--- src/rtl/world_stream_loader.sv ---
// world_stream_loader
//   Frames the UART byte stream with a sync byte, unpacks one block per payload
//   byte into a single pending write register, walks the L3 write coordinates in
//   the configured order under a valid/ready handshake, then compares the
//   trailing XOR checksum byte. done/error status gates cache reads.
//
// Ports
//   clk_in, rst_n_in        clock, async active-low reset
//   byte_valid_in, byte_in  one-cycle received-byte strobe and data
//   wr_ready_in             cache accepts the pending write this cycle
//   wr_valid_out            pending write (x/y/z_out, block_out)
//   busy_out                frame in progress (LOAD or CHECK)
//   done_out, error_out     sticky frame status until the next sync byte
//   err_code_out            0 none, 1 checksum, 2 overrun, 3 timeout
//   count_out               writes accepted in the current frame
//
// state   | meaning
// --------+-----------------------------------------------------------
// S_IDLE  | after reset, waiting for the sync byte
// S_LOAD  | accepting the N payload bytes
// S_CHECK | waiting for the checksum byte and for the last write to drain
// S_DONE  | frame loaded, checksum matched
// S_ERROR | frame failed, cause in err_code_out
module world_stream_loader #(
    parameter int          LENGTH         = 64,
    parameter int          WIDTH          = 64,
    parameter int          HEIGHT         = 16,
    parameter int          BLOCK_BITS     = 5,
    parameter logic [7:0]  SYNC_BYTE      = 8'hA5,
    parameter int          ORDER          = 0,
    parameter int          TIMEOUT_CYCLES = 1_000_000,
    // An extent of 1 still gets a 1-bit coordinate so the port never collapses to zero width.
    localparam int         XW = (LENGTH > 1) ? $clog2(LENGTH) : 1,
    localparam int         YW = (WIDTH  > 1) ? $clog2(WIDTH)  : 1,
    localparam int         ZW = (HEIGHT > 1) ? $clog2(HEIGHT) : 1,
    localparam int         N  = LENGTH * WIDTH * HEIGHT,
    localparam int         CW = $clog2(N + 1)
) (
    input  logic                  clk_in,
    input  logic                  rst_n_in,
    input  logic                  byte_valid_in,
    input  logic [7:0]            byte_in,
    input  logic                  wr_ready_in,
    output logic                  wr_valid_out,
    output logic [XW-1:0]         x_out,
    output logic [YW-1:0]         y_out,
    output logic [ZW-1:0]         z_out,
    output logic [BLOCK_BITS-1:0] block_out,
    output logic                  busy_out,
    output logic                  done_out,
    output logic                  error_out,
    output logic [1:0]            err_code_out,
    output logic [CW-1:0]         count_out
);

    localparam int             TW          = (TIMEOUT_CYCLES > 0) ? $clog2(TIMEOUT_CYCLES + 1) : 1;
    localparam logic [TW-1:0]  TIMER_LOAD  = TW'(TIMEOUT_CYCLES);
    localparam logic [XW-1:0]  X_MAX       = XW'(LENGTH - 1);
    localparam logic [YW-1:0]  Y_MAX       = YW'(WIDTH - 1);
    localparam logic [ZW-1:0]  Z_MAX       = ZW'(HEIGHT - 1);
    localparam logic [CW-1:0]  N_LAST      = CW'(N - 1);

    typedef enum logic [2:0] {S_IDLE, S_LOAD, S_CHECK, S_DONE, S_ERROR} state_t;

    state_t         state, state_nx;
    logic [CW-1:0]  rx_cnt;
    logic [7:0]     csum;
    logic [7:0]     chk_byte;
    logic           chk_seen;
    logic [TW-1:0]  timer;

    logic           sync_hit, hs, overrun, timeout_hit, chk_have, resolve;
    logic [7:0]     chk_val;
    logic [1:0]     err_val;
    logic           x_last, y_last, z_last;
    logic [XW-1:0]  x_nx;
    logic [YW-1:0]  y_nx;
    logic [ZW-1:0]  z_nx;

    assign sync_hit    = byte_valid_in && (byte_in == SYNC_BYTE);
    assign hs          = wr_valid_out && wr_ready_in;
    assign overrun     = (state == S_LOAD) && byte_valid_in && wr_valid_out && !wr_ready_in;
    assign timeout_hit = (TIMEOUT_CYCLES != 0) && ((state == S_LOAD) || (state == S_CHECK))
                         && !byte_valid_in && (timer == '0);
    // The checksum byte may arrive while the last write is still stalled; it is held until drain.
    assign chk_have    = chk_seen || ((state == S_CHECK) && byte_valid_in);
    assign chk_val     = chk_seen ? chk_byte : byte_in;
    // A write that handshakes this cycle counts as drained, so done follows the final handshake by one cycle.
    assign resolve     = (state == S_CHECK) && chk_have && (!wr_valid_out || hs);

    assign busy_out  = (state == S_LOAD) || (state == S_CHECK);
    assign done_out  = (state == S_DONE);
    assign error_out = (state == S_ERROR);

    assign x_last = (x_out == X_MAX);
    assign y_last = (y_out == Y_MAX);
    assign z_last = (z_out == Z_MAX);

    always_comb begin
        x_nx = x_out;
        y_nx = y_out;
        z_nx = z_out;
        if (ORDER == 0) begin
            x_nx = x_last ? '0 : x_out + 1'b1;
            if (x_last) begin
                y_nx = y_last ? '0 : y_out + 1'b1;
                if (y_last) z_nx = z_last ? '0 : z_out + 1'b1;
            end
        end else begin
            z_nx = z_last ? '0 : z_out + 1'b1;
            if (z_last) begin
                y_nx = y_last ? '0 : y_out + 1'b1;
                if (y_last) x_nx = x_last ? '0 : x_out + 1'b1;
            end
        end
    end

    always_ff @(posedge clk_in or negedge rst_n_in) begin
        if (!rst_n_in) state <= S_IDLE;
        else           state <= state_nx;
    end

    always_comb begin
        state_nx = state;
        err_val  = 2'd0;
        case (state)
            S_IDLE, S_DONE, S_ERROR: begin
                if (sync_hit) state_nx = S_LOAD;
            end
            S_LOAD: begin
                if (overrun) begin
                    state_nx = S_ERROR;
                    err_val  = 2'd2;
                end else if (timeout_hit) begin
                    state_nx = S_ERROR;
                    err_val  = 2'd3;
                end else if (byte_valid_in && (rx_cnt == N_LAST)) begin
                    state_nx = S_CHECK;
                end
            end
            S_CHECK: begin
                if (resolve) begin
                    if (chk_val == csum) begin
                        state_nx = S_DONE;
                    end else begin
                        state_nx = S_ERROR;
                        err_val  = 2'd1;
                    end
                end else if (timeout_hit) begin
                    state_nx = S_ERROR;
                    err_val  = 2'd3;
                end
            end
            default: state_nx = S_IDLE;
        endcase
    end

    always_ff @(posedge clk_in or negedge rst_n_in) begin
        if (!rst_n_in) begin
            wr_valid_out <= 1'b0;
            x_out        <= '0;
            y_out        <= '0;
            z_out        <= '0;
            block_out    <= '0;
            err_code_out <= 2'd0;
            count_out    <= '0;
            rx_cnt       <= '0;
            csum         <= 8'd0;
            chk_byte     <= 8'd0;
            chk_seen     <= 1'b0;
            timer        <= '0;
        end else begin
            case (state)
                S_IDLE, S_DONE, S_ERROR: begin
                    if (sync_hit) begin
                        x_out        <= '0;
                        y_out        <= '0;
                        z_out        <= '0;
                        count_out    <= '0;
                        rx_cnt       <= '0;
                        csum         <= 8'd0;
                        chk_seen     <= 1'b0;
                        err_code_out <= 2'd0;
                        timer        <= TIMER_LOAD;
                    end
                end
                S_LOAD, S_CHECK: begin
                    if (hs) begin
                        x_out        <= x_nx;
                        y_out        <= y_nx;
                        z_out        <= z_nx;
                        count_out    <= count_out + 1'b1;
                        wr_valid_out <= 1'b0;
                    end
                    // A new byte in the handshake cycle overrides the drop above: no bubble.
                    if ((state == S_LOAD) && byte_valid_in && !overrun) begin
                        block_out    <= byte_in[BLOCK_BITS-1:0];
                        wr_valid_out <= 1'b1;
                        csum         <= csum ^ byte_in;
                        rx_cnt       <= rx_cnt + 1'b1;
                    end
                    if ((state == S_CHECK) && byte_valid_in && !chk_seen) begin
                        chk_seen <= 1'b1;
                        chk_byte <= byte_in;
                    end
                    if (byte_valid_in)      timer <= TIMER_LOAD;
                    else if (timer != '0)   timer <= timer - 1'b1;
                    if (state_nx == S_ERROR) begin
                        wr_valid_out <= 1'b0;
                        err_code_out <= err_val;
                    end
                end
                default: ;
            endcase
        end
    end

endmodule

--- config.mk ---
export PLATFORM = sky130hd
export DESIGN_NAME = world_stream_loader
export DESIGN_NICKNAME = d
export VERILOG_FILES = /design/src/rtl/world_stream_loader.sv
export SDC_FILE = /design/constraint.sdc
export NUM_CORES = 1
export LEC_CHECK = 0
export ABC_AREA = 1
export CAP_MARGIN = 20
export CELL_PAD_IN_SITES_DETAIL_PLACEMENT = 1
export CELL_PAD_IN_SITES_GLOBAL_PLACEMENT = 1
export CORE_UTILIZATION = 24
export DETAILED_ROUTE_END_ITERATION = 12
export GPL_TIMING_DRIVEN = 0
export PLACE_DENSITY_LB_ADDON = 0.1
export SETUP_SLACK_MARGIN = 0.15
export SLEW_MARGIN = 20
export SYNTH_ARGS = -nofsm -noshare
export SYNTH_HDL_FRONTEND = slang
export SYNTH_SLANG_ARGS = --single-unit
export TNS_END_PERCENT = 1
--- constraint.sdc ---
create_clock -name clk_in -period 3.17 [get_ports clk_in]
set_input_delay 0.317 -clock clk_in [delete_from_list [all_inputs] [get_ports clk_in]]
set_output_delay 0.317 -clock clk_in [all_outputs]
set_load 0.02 [all_outputs]
After elaboration in Yosys (flattened, before gate mapping):

Index checks and enable logic that the tools add are counted.
Widths: inputs -> output; s select.

* flip-flop bits (word level): 98
* input bits: 12
* word-level logic and storage cells: 126

* $add $sub $neg: 6
* equality and inequality tests: 19
* multiplexer cells: 49
* bitwise operators: 1
* reductions and logical operators: 38

Operators with widths (count)
* $pmux 17 s2: 2
* $mux 20: 3
* $mux 17: 3
* $pmux 20 s2: 1
* $mux 6: 6
* $add 17x1->17 const B: 2
* $mux 8: 3
* $pmux 6 s2: 2
* $mux 3: 7
* $logic_not 20->1: 1
* $mux 4: 5
* $reduce_bool 20->1: 1
* $sub 20x1->20 const B: 1
* $eq 17x16->1 const B: 1
* $pmux 8 s2: 1
* $reduce_and 3->1: 5
* $ne 2x2->1 const B: 7
* $logic_and 1x1->1: 13
* $add 6x1->6 const B: 2
* $eq 6x6->1 const B: 2
* $mux 2: 5
* $pmux 3 s3: 1
* $eq 8x8->1: 1
* $eq 8x8->1 const B: 1
* other kinds (21): 37

Depth between registers and ports, before layout:

* depth after elaboration: 10
* depth in mapped cells: 16

Worst setup path after synthesis:

Ideal clock, no wire load.

* kind: register -> register
* start point: register state[1]
* end point: register timer[10]
* library setup time: 0.125 ns
* data arrival time: 1.576 ns
* required time: 3.045 ns
* path slack: 1.469 ns
* stages on the path, launching flop included: 10
* buffers on the path: 1
* period minus slack after synthesis: 1.701 ns
* path through: dfrtp_1 > inv_2 > nor3_4 > nor2_4 > clkinv_2 > nand2_2 > nand2_4 > nor2_4 > buf_6 > mux2_4

* word-level cells in the longest chain between the ends: 4
* elaborated cells between the ends (all ways): 12
* classes of those cells: 6 x eq/ne; 1 x mux; 5 x reduce/logical

Ends and longest elaborated chain
* from (decl): RTL line 65 `state_t state, state_nx;`
* from (signal assigned): RTL line 120 `else state <= state_nx;`
* $eq 3x2->1 *
* net done_out: RTL line 50 `output logic done_out,`
* $reduce_or 3->1 *: RTL line 173 `case (state)`
* $ne 2x2->1 (no line) / $reduce_bool 2->1 (equally long branches)
* $reduce_and 3->1 (no line)
* to (signal assigned): RTL line 207 `else if (timer != '0) timer <= timer - 1'b1;`
* to (decl): RTL line 70 `logic [TW-1:0] timer;`

The timed path passes the listed nets; every way through them passes the cells marked *.
A chain may end at the register's enable or synchronous reset.

Final worst setup path:

* start point: register state[2]
* end point: output port busy_out

* word-level cells in the longest chain between the ends: 2
* elaborated cells between the ends (all ways): 3
* classes of those cells: 2 x eq/ne; 1 x reduce/logical

Ends and longest elaborated chain
* $eq 3x1->1 / $eq 3x2->1 (equally long branches): RTL line 91 `assign busy_out = (state == S_LOAD) || (state == S_CHECK);`
* $logic_or 1x1->1 *: RTL line 91
* to (decl): RTL line 49 `output logic busy_out,`

Mark *: on every way between the ends. The rest lies on a longest branch, timed or not.

==> results.cfg <==
[status]
status = finished clean

[routing]
first_pass_iters = 4
num_vias = 5123
drc = 0
wl_per_cell_um = 15.4
drt_wl_total_um = 17500
ant_nets = 0
routed_via_density = 4.51
drt-initial-drc-count = 152

[logic_synthesis]
synthFlopType = dfrtp_1
yosysWarningCount = 0
yosysTopAreaCell = dfrtp_1
synth_cell_types = 43
netlist_instances = 747
async_flop_share_pct = 100
ys_top_cells_by_count = 190 x nand2_1, 98 x dfrtp_1, 85 x inv_1
syn_avg_cell_area_um2 = 7.70
syn_area_um2 = 5750
synth_top_area_share_pct = 42.7
yosysMostFrequentCell = nand2_1
ys_ff_latch = 98
yosysSeqAreaShare_pct = 42.7
mappedNetlistNets = 767
synth_edf_count = 0
synthTopCellsByArea = dfrtp_1 43%, nand2_1 12%, inv_1 5.5%

[setup_path]
crit_chain = inv_2 -> nand3_2 -> nand2_4 -> buf_2 -> clkdlybuf4s50_1
path_class = reg -> out
required_ns = 2.85
critPathLaunchType = flip-flop
arrival_ns = 2.37
cpLargestDelayFamily = buffers and inverters
slowest_delay_ns = 0.70
crit_slowest_cell = clkdlybuf4s50_1
critPathCaptureType = primary output
crit_fanout = 19
cp_num_buf_inv = 3

[cts]
htreeDepth = 3
path_clk_slew_ns = 0.07
cts_root_buf = clkbuf_16
cts.sinks = 98
clkLatencyLatePin_ns = 0.35
numCtsBuffers = 9
tritoncts = yes
cts_setup_buffers = 0
clk_path_buf_depth = 2
ctsResizeCount = 0

[sta]
rsz0062_at_grt = false
worstMarginPinSlew_ns = 0.901
final_max_slew_viol_count = 0
fin_crit_sh_pct = 84.7
fin_skew_ns = 0.00884
setup_viol = 0
setup-tns-final_ns = 0
fin_crit_ns = 2.68
max_freq_mhz = 372
slew_headroom_pct = 39.5
hold_viol = 0

[run]
drv_cap = 0

[grt]
grtUsageMet3_pct = 2.55
grtUsageTotal_pct = 15.2
grt.met1_usage_pct = 19.0
grt_pass1_wl_um = 28900
antenna_found_initial = 0
grt_pass1_vias = 5525
top_usage_layer = met2
grt_start_max_net_pins = 70
use_met2_pct = 26.8
gr-total-overflow = 0

[die]
fp.dieH_um = 157
row_count = 56
pin_count = 56
dieArea_um2 = 24600
coreArea_um2 = 23500
start_util_pct = 24.5
die_w_um = 157

[pwr]
power_mw = 3.27
ir_drop_v = 0.000280
p_per_area_nw_per_um2 = 463
power.leakage_nw = 3.31

[place]
gp_congestion = 0.771
portBuffers = 54
dp_hpwl_um = 13300

[final_layout]
seqCellArea_um2 = 2450
drive_gt1_share_pct = 8.94
fillers = 2804
nNetsFinal = 833
area_growth_pct = 22.9
multi_input_area_um2 = 2820
diodes = 0

[worst_hold_path]
holdCritPathClass = in -> reg
## cells in the final DEF (no fill, tap or decap), types with 4 or more instances in the layout
| cell type | n |
|---|---|
| xor2_1 | 27 |
| o21ai_0 | 46 |
| nand2_1 | 190 |
| nor4_1 | 5 |
| nand2_4 | 5 |
| ha_1 | 8 |
| nor3_1 | 24 |
| nor2_4 | 4 |
| nand3_1 | 45 |
| buf_2 | 9 |
| inv_4 | 4 |
| o31ai_1 | 21 |
| clkbuf_16 | 9 |
| buf_6 | 5 |
| o21ai_1 | 7 |
| xnor2_1 | 4 |
| nor2_1 | 64 |
| a21oi_1 | 28 |
| nand2_2 | 9 |
| inv_2 | 5 |
| inv_1 | 85 |
| dfrtp_1 | 98 |
| clkdlybuf4s50_1 | 53 |
| nand4_1 | 19 |
## repair_timing
item,CTS,global route
hold buffers,1,0
endpoints found under the setup margin,1,0
hold endpoints to repair,29,0
## area by class of cell
cell class,count,share of cell area (%)
Clock buffer,10,3.38
Tap cell,319,5.65
Timing Repair Buffer,56,8.20
Buffer,17,1.54
Inverter,95,5.21
Multi-Input combinational cell,536,39.9
Clock inverter,5,1.45
Sequential cell,98,34.7
## worst register-to-register path, stage by stage (launching register included)
cell and delay, ns:
dfrtp_1 0.42, nor2_1 0.34, nand2_1 0.09, nor2_1 0.14, nand3_1 0.12, nor2_1 0.22, nand3_1 0.12, nand3_1 0.14
nor2_1 0.08, nand2_1 0.11, nand2_1 0.09, nand2_1 0.07, nand2_1 0.05
## kinds of logic (layout without fill, tap and decap cells)
| kind of cell | count (synthesis) | in the layout | synth area share (%) |
|---|---|---|---|
| AOI/OAI and AO/OA | 116 | 116 | 11.5 |
| xor gates and xnor gates | 31 | 31 | 4.72 |
| adders and majority gates | 8 | 8 | 1.74 |
| buffers and inverters | 113 | 183 | 8.36 |
| DFF | 98 | 98 | 42.7 |
| muxes | 1 | 1 | 0.261 |
| and+or+nand+nor | 380 | 380 | 30.7 |
## layer usage
layer | share of wire (%) | up-vias | wire (µm)
li1 | - | 2571 | -
met3 | 2.9 | 11 | 502
met4 | 0.94 | 0 | 165
met1 | 46 | 2481 | 8100
met2 | 50 | 60 | 8760
met5 | 0 | - | 0
## final timing paths
path / startpoint / endpoint / slack (ns) / cells past startpoint
min reg2reg: chk_byte[2] / chk_byte[2] / 0.48 / 2
max: state[2] / busy_out / 0.49 / 5
min: byte_valid_in / timer[19] / 0.27 / 3
max in group asynchronous: rst_n_in / csum[0] / 2.09 / 3
max reg2reg: timer[3] / err_code_out[0] / 1.05 / 12
min in group asynchronous: rst_n_in / count_out[12] / 0.41 / 2
## power breakdown
part / switching (mW) / leakage, nW / total, mW / internal [mW]
sequential: 0.0779 / 1.17 / 1.42 / 1.34
combinational: 0.348 / 1.97 / 0.549 / 0.201
clock: 0.517 / 0.165 / 1.31 / 0.789
## sequential cells by signal, summed over array words and instances, names as in the netlist
| register | count |
|---|---|
| chk_byte | 8 |
| chk_seen | 1 |
| z_out | 4 |
| state | 3 |
| wr_valid_out | 1 |
| y_out | 6 |
| x_out | 6 |
| block_out | 5 |
| err_code_out | 2 |
| csum | 8 |
| rx_cnt | 17 |
| timer | 20 |
| count_out | 17 |
## per-stage QoR
stage / utilization [%] / cells / hold slack (ns) / area [µm²] / setup WS, ns
2_1_floorplan: - / 747 / 0.0214 / 5750 / 1.47
3_5_place_dp: 28.6 / 1121 / 0.223 / 6720 / 0.409
5_1_grt: 30.1 / 1136 / 0.267 / 7070 / 0.359
6_report: 30.1 / 1136 / 0.269 / 7070 / 0.485
3_3_place_gp: 28.5 / 1120 / 0.458 / 6690 / -2.60
4_1_cts: 30.1 / 1136 / 0.260 / 7070 / 0.413
Power figures use the tool's default switching activity.
